**config.mk**
```make
export PLATFORM = sky130hd
export DESIGN_NAME = multi_trigger_timer_flat
export DESIGN_NICKNAME = d
export VERILOG_FILES = /design/src/rtl/multi_trigger_timer_if.sv /design/src/rtl/multi_trigger_timer.sv /design/src/flat_wrapper.sv
export SDC_FILE = /design/constraint.sdc
export NUM_CORES = 1
export LEC_CHECK = 0
export CORE_ASPECT_RATIO = 2
export CORE_MARGIN = 3
export CORE_UTILIZATION = 60
export DETAILED_ROUTE_END_ITERATION = 10
export GPL_TIMING_DRIVEN = 0
export HOLD_SLACK_MARGIN = 0.05
export PLACE_DENSITY = 0.83
export SKIP_LAST_GASP = 1
export SYNTH_ARGS = -nofsm -noshare
export SYNTH_HDL_FRONTEND = slang
export SYNTH_SLANG_ARGS = --single-unit
```
**constraint.sdc**
```tcl
create_clock -name clk -period 2.4 [get_ports clk]
set_clock_uncertainty 0.05 [all_clocks]
set_input_delay 0.36 -clock clk [delete_from_list [all_inputs] [get_ports clk]]
set_output_delay 0.36 -clock clk [all_outputs]
set_load 0.02 [all_outputs]
```
**src/rtl/multi_trigger_timer_if.sv**
```systemverilog
// multi_trigger_timer_if: trigger, arm, status and serial readout signals of multi_trigger_timer.
interface multi_trigger_timer_if #(parameter int CHANNELS = 4);
    logic [CHANNELS-1:0] trigger;
    logic arm;
    logic [CHANNELS-1:0] channel_ready;
    logic data_ready;
    logic timed_out;
    logic data_clock;
    logic data_shiftin;
    logic data_shiftout;
    modport master (
        output trigger, arm, data_clock, data_shiftin,
        input channel_ready, data_ready, timed_out, data_shiftout
    );
    modport slave (
        input trigger, arm, data_clock, data_shiftin,
        output channel_ready, data_ready, timed_out, data_shiftout
    );
endinterface

```
**src/rtl/multi_trigger_timer.sv**
```systemverilog
// multi_trigger_timer: per-channel trigger timestamps from a shared counter, read out LSB-first over a serial chain.
// Define MULTI_TRIGGER_TIMEOUT_EN to complete a partial capture set after TIMEOUT cycles.
module multi_trigger_timer #(
    parameter int CHANNELS = 4,
    parameter int WIDTH = 32,
    parameter int SYNC_STAGES = 2,
    parameter int TIMEOUT = 1000000
) (
    input logic clk,
    input logic reset,
    multi_trigger_timer_if.slave bus
);
    localparam int N = CHANNELS * WIDTH;
    logic [WIDTH-1:0] cnt_q, cnt_d;
    logic [SYNC_STAGES-1:0][CHANNELS-1:0] tsync_q, tsync_d;
    logic [CHANNELS-1:0] tprev_q, tprev_d, ready_q, ready_d, cap_now, fill;
    logic [SYNC_STAGES-1:0] dsync_q, dsync_d;
    logic dprev_q, dprev_d, data_ready_q, data_ready_d, shiftout_q, shiftout_d, shift;
    logic [N-1:0] chain_q, chain_d;

    if (CHANNELS < 1 || WIDTH < 2 || SYNC_STAGES < 2 || TIMEOUT < 1) begin : g_param_check
        $error("multi_trigger_timer: parameter out of range");
    end

    // The capture registers are the chain itself, so readout consumes them.
    always_comb begin
        cnt_d = cnt_q + 1'b1;
        tsync_d = {tsync_q[SYNC_STAGES-2:0], bus.trigger};
        tprev_d = tsync_q[SYNC_STAGES-1];
        cap_now = bus.arm ? '0 : tsync_q[SYNC_STAGES-1] & ~tprev_q & ~ready_q;
        dsync_d = {dsync_q[SYNC_STAGES-2:0], bus.data_clock};
        dprev_d = dsync_q[SYNC_STAGES-1];
        shift = dsync_q[SYNC_STAGES-1] & ~dprev_q & data_ready_q;
        chain_d = shift ? {bus.data_shiftin, chain_q[N-1:1]} : chain_q;
        for (int i = 0; i < CHANNELS; i++) begin
            if (cap_now[i]) chain_d[i*WIDTH +: WIDTH] = cnt_q;
            else if (fill[i]) chain_d[i*WIDTH +: WIDTH] = '1;
        end
        ready_d = bus.arm ? '0 : ready_q | cap_now | fill;
        data_ready_d = ~bus.arm & (&ready_q);
        shiftout_d = chain_q[0];
    end

    always_ff @(negedge clk or negedge reset) begin
        if (!reset) begin
            cnt_q <= '0;
            tsync_q <= '0;
            tprev_q <= '0;
            ready_q <= '0;
            dsync_q <= '0;
            dprev_q <= 1'b0;
            data_ready_q <= 1'b0;
            shiftout_q <= 1'b0;
            chain_q <= '0;
        end else begin
            cnt_q <= cnt_d;
            tsync_q <= tsync_d;
            tprev_q <= tprev_d;
            ready_q <= ready_d;
            dsync_q <= dsync_d;
            dprev_q <= dprev_d;
            data_ready_q <= data_ready_d;
            shiftout_q <= shiftout_d;
            chain_q <= chain_d;
        end
    end

`ifdef MULTI_TRIGGER_TIMEOUT_EN
    localparam int TW = $clog2(TIMEOUT + 1);
    logic [TW-1:0] to_cnt_q, to_cnt_d;
    logic to_run_q, to_run_d, to_fired_q, to_fired_d, timed_out_q, timed_out_d, expire;

    // A channel capturing on the expiry cycle keeps its real timestamp.
    always_comb begin
        expire = to_run_q && to_cnt_q == TW'(TIMEOUT - 1) && !(&ready_q);
        fill = (expire && !bus.arm) ? ~ready_q & ~cap_now : '0;
        to_run_d = !bus.arm && !(&(ready_q | cap_now | fill)) && (to_run_q || (|cap_now));
        to_cnt_d = to_run_q ? to_cnt_q + 1'b1 : '0;
        to_fired_d = !bus.arm && (to_fired_q || (|fill));
        timed_out_d = !bus.arm && to_fired_q;
    end

    always_ff @(negedge clk or negedge reset) begin
        if (!reset) begin
            to_cnt_q <= '0;
            to_run_q <= 1'b0;
            to_fired_q <= 1'b0;
            timed_out_q <= 1'b0;
        end else begin
            to_cnt_q <= to_cnt_d;
            to_run_q <= to_run_d;
            to_fired_q <= to_fired_d;
            timed_out_q <= timed_out_d;
        end
    end

    assign bus.timed_out = timed_out_q;
`else
    assign fill = '0;
    assign bus.timed_out = 1'b0;
`endif

    assign bus.channel_ready = ready_q;
    assign bus.data_ready = data_ready_q;
    assign bus.data_shiftout = shiftout_q;
endmodule

```
**src/flat_wrapper.sv**
```systemverilog
// flat-port wrapper written by rule: the top's interface ports become plain ports
module multi_trigger_timer_flat 
#(
    parameter int CHANNELS = 4,
    parameter int WIDTH = 32,
    parameter int SYNC_STAGES = 2,
    parameter int TIMEOUT = 1000000
)
  (clk, reset, bus_trigger, bus_arm, bus_data_clock, bus_data_shiftin, bus_channel_ready, bus_data_ready, bus_timed_out, bus_data_shiftout);
  multi_trigger_timer_if #(.CHANNELS(CHANNELS)) bus_i ();
  input logic clk;
  input logic reset;
  input wire logic [$bits(bus_i.trigger)-1:0] bus_trigger;
  input wire logic [$bits(bus_i.arm)-1:0] bus_arm;
  input wire logic [$bits(bus_i.data_clock)-1:0] bus_data_clock;
  input wire logic [$bits(bus_i.data_shiftin)-1:0] bus_data_shiftin;
  output wire logic [$bits(bus_i.channel_ready)-1:0] bus_channel_ready;
  output wire logic [$bits(bus_i.data_ready)-1:0] bus_data_ready;
  output wire logic [$bits(bus_i.timed_out)-1:0] bus_timed_out;
  output wire logic [$bits(bus_i.data_shiftout)-1:0] bus_data_shiftout;
  assign bus_i.trigger = bus_trigger;
  assign bus_i.arm = bus_arm;
  assign bus_i.data_clock = bus_data_clock;
  assign bus_i.data_shiftin = bus_data_shiftin;
  assign bus_channel_ready = bus_i.channel_ready;
  assign bus_data_ready = bus_i.data_ready;
  assign bus_timed_out = bus_i.timed_out;
  assign bus_data_shiftout = bus_i.data_shiftout;
  multi_trigger_timer #(.CHANNELS(CHANNELS), .WIDTH(WIDTH), .SYNC_STAGES(SYNC_STAGES), .TIMEOUT(TIMEOUT)) u_core (.clk(clk), .reset(reset), .bus(bus_i));
endmodule
```
-- After elaboration in Yosys (flattened, before gate mapping)
Cells that the tools add are included.
- bits in registers: 181
- latch bits: 0
- RAM bits: 0
- memory bits (read-only): 0
- output and inout port bits: 7
- word-level logic and storage cells: 36
- memories kept: 0
- $add $sub $neg: 1
- multipliers: 0
- divide/modulo/power cells: 0
- $lt $le $gt $ge: 0
- equality and inequality tests: 0
- shift operators: 0
- multiplexer cells: 7
- bitwise logic cells: 10
- reductions and logical operators: 5
- operators by type and width (kind ; count):
    $mux 128 ; 1
    $mux 32 ; 4
    $add 32x1->32 const B ; 1
    $and 4x4->4 ; 2
    $mux 4 ; 2
    $not 4->4 ; 2
    $reduce_bool 2->1 ; 4
    $or 4x4->4 ; 1
    $reduce_and 4->1 ; 1
    $and 1x1->1 ; 3
    $not 1->1 ; 2

-- Longest topological paths before layout
- word-level depth: 6
- mapped depth: 6
- gate-level depth less buffers: 5

==> impl_metrics.toml <==
[outcome]
status = "finished, violations left"
violations = "negative setup slack"

[grt]
grt_pass1_vias = 5935
antenna_found_initial = 0
globalRoute.busiestLayer = "met2"
grt_max_degree = 104
grtUsageMet1_pct = 30.8
use_met2_pct = 46.1
grt_use_met3_pct = 4.29
overflow = 0
grtUsageTotal_pct = 26.5
grt_pass1_wl_mm = 30.0

[die]
dieArea_um2 = 14700
num_io_pins = 16
floorplan.initialDensity_pct = 62.2
fp-row-count = 58
fp.dieH_um = 169
die_w_um = 87.4
core_um2 = 12800

[logic_synthesis]
synth.area.top_cells = "dfrtn_1, mux2i_1, o21ai_0"
synth_edf_count = 0
synth-main-ff-cell = "dfrtn_1"
ys_warn_count = 0
synth.avg_cell_area_um2 = 11.0
syn_inst = 725
syn-num-nets = 735
synth_top_cell_by_area = "dfrtn_1"
synthDistinctLibCells = 28
ys_seq_area_share_pct = 57.0
async_flop_share_pct = 100
synth_area_um2 = 7950
yosys.area.top_type_share_pct = 57.0
ys_ff_latch = 181

[layout]
diodes = 0
final_layout_size_suffix_gt1_share_pct = 15.6
post-route-util_pct = 71.9
regArea_um2 = 4530
final_common_cell = "dfrtn_1"
fin_area_um2 = 9190
layout_common_cells = "dfrtn_1, nand2_1, mux2i_1"
nets = 781
fill_cells = 857
syn2layout_area_growth_pct = 15.6
multi_input_area_um2 = 3170

[route]
ant_nets = 0
wl_per_cell_um = 19.6
detail_route.vias_per_cell = 6.03
remaining_drc_errors = 0
routed_wirelength_mm = 18.3
drt_iter0_markers = 433
firstDrtPassIters = 5
vias = 5632

[critical_path]
end_kind = "output pin"
r2r-end = "u_core.cnt_q[28]"
worstPathRequired_ns = 1.99
crit_chain = "buf_6"
worstPathArrival_ns = 2.20
cp-start-kind = "flop"
max_stage_delay_ns = 0.45
crit_cells = 1
timing.rr.start = "u_core.cnt_q[1]"
critPathBufInv = 1
path_delay_family = "flip-flops"
crit_slowest_cell = "dfrtn_1"
worstPathMaxFanout = 2
rrSetupSlack_ns = 0.25
path_class = "reg -> out"
r2r_cells = 6

[placed_design]
place.gp.congestion = 0.838
portBuffers = 14
dpl-instance-area_um2 = 8470
dp_hpwl_mm = 12.0

[clock_tree]
numCtsBuffers = 17
clk_transition_reported_paths_ns = 0.05
tritoncts = "yes"
clock_sinks = 181
clk_latency_ns = 0.40
htree_levels = 4
root_buffer = "clkbuf_16"
cts.path.max_buffers = 2
cts_hold_buf = 0

[timing]
slew_headroom_pct = 54.6
worst_pin_slew_ns = 0.676
whs_ns = 0.248
finalSetupViolCount = 6
finalSetupTns_ns = -1.04
rsz0062_at_grt = "true"
hold_violations = 0
slew_viol_final = 0
fin_ws_ns = -0.209

[worst_hold_path]
hold_path.class = "reg -> reg"
hold_start = "u_core.tsync_d[6]"
hold_end = "u_core.tprev_d[2]"
min_path_cells = 0

[pwr]
p_leak_nw = 5.03
p_per_area_nw_per_um2 = 690
vdd_drop_max_mv = 0.609

[run]
max-cap-violations = 0
## flip-flops by register name, indices dropped and copies added (netlist names)
signal and cells:
u_core.tprev_q 4, u_core.dprev_q 1, u_core.cnt_q 32, u_core.dsync_q 2, u_core.bus.data_ready 1, u_core.tsync_d 4, u_core.tprev_d 4, u_core.bus.channel_ready 4
u_core.bus.data_shiftout 1, u_core.chain_q 128
## worst register-to-register path, cell delays in order (launching register included)
cell and delay [ns]:
dfrtn_1 0.56, ha_1 0.26, nand3_1 0.29, nor4_4 0.28, buf_4 0.23, nand4_1 0.15, xnor2_1 0.15
## Yosys cell counts (all sizes together) (2+ instances only)
| master | instances |
|---|---|
| nor3 | 4 |
| xor2 | 8 |
| o21ai | 128 |
| nand3 | 10 |
| and4 | 4 |
| dfrtn | 181 |
| nor4 | 2 |
| a21o | 3 |
| inv | 4 |
| and3 | 3 |
| nor2 | 6 |
| xnor2 | 22 |
| nor4b | 4 |
| clkbuf | 22 |
| buf | 41 |
| mux2i | 128 |
| nand4 | 11 |
| nand2 | 138 |
## through the flow
step	cells	setup WS [ns]	total power, mW
2_1_floorplan	725	-0.0406	3.47
3_3_place_gp	889	-6.90	3.62
3_5_place_dp	890	-1.03	3.64
4_1_cts	930	-0.203	6.34
5_1_grt	934	-0.239	6.52
6_report	934	-0.209	6.34
## kinds of logic after synthesis
group | after synthesis | share of synthesized area, %
simple gates | 186 | 11.1
flops | 181 | 57.0
compound gates | 131 | 8.34
mux | 128 | 16.1
buf+inv | 67 | 3.90
xor+xnor | 30 | 3.31
fa+ha+maj | 1 | 0.157
other cells | 1 | 0.0472
## timing repair
| action | 4_1_cts | 5_1_grt |
|---|---|---|
| cloned | 2 | 0 |
| gates resized for setup | 48 | 7 |
| endpoints found under the setup margin | 139 | 47 |
| pin swaps | 1 | 2 |
| buffers inserted | 6 | 4 |
| hold endpoints to repair | 0 | 0 |
## report_power, final
group | switching (mW) | internal, mW | leakage (nW)
Combinational | 0.211 | 0.142 | 2.31
Sequential | 0.0801 | 3.19 | 2.43
Clock | 1.31 | 1.41 | 0.280
## layer usage
| layer | share of wire (%) | vias up |
|---|---|---|
| met3 | 4.1 | 51 |
| met4 | 3.9 | 0 |
| li1 | - | 2570 |
| met5 | 0 | - |
| met2 | 55 | 200 |
| met1 | 37 | 2811 |
## how the worst max path moves through the flow
stage                                           start                    to  slack (ns)
after floorplan                               bus_arm    u_core.chain_q[87]       -0.04
after global placement                          reset      u_core.cnt_q[25]       -6.90
after detailed placement                      bus_arm    u_core.chain_q[37]       -1.03
after CTS                 u_core.bus.channel_ready[2]  bus_channel_ready[2]       -0.20
after global routing      u_core.bus.channel_ready[2]  bus_channel_ready[2]       -0.24
final                     u_core.bus.channel_ready[2]  bus_channel_ready[2]       -0.21
## layout make-up
class                           count  share of cell area, %
Buffer                             63                   4.70
Clock buffer                       18                   4.78
Timing Repair Buffer               27                   3.02
Tap cell                          150                   2.04
Multi-Input combinational cell    477                   34.5
Inverter                            4                  0.163
Clock inverter                     14                   1.53
Sequential cell                   181                   49.3
No activity file was read; power rests on OpenSTA's default activity.
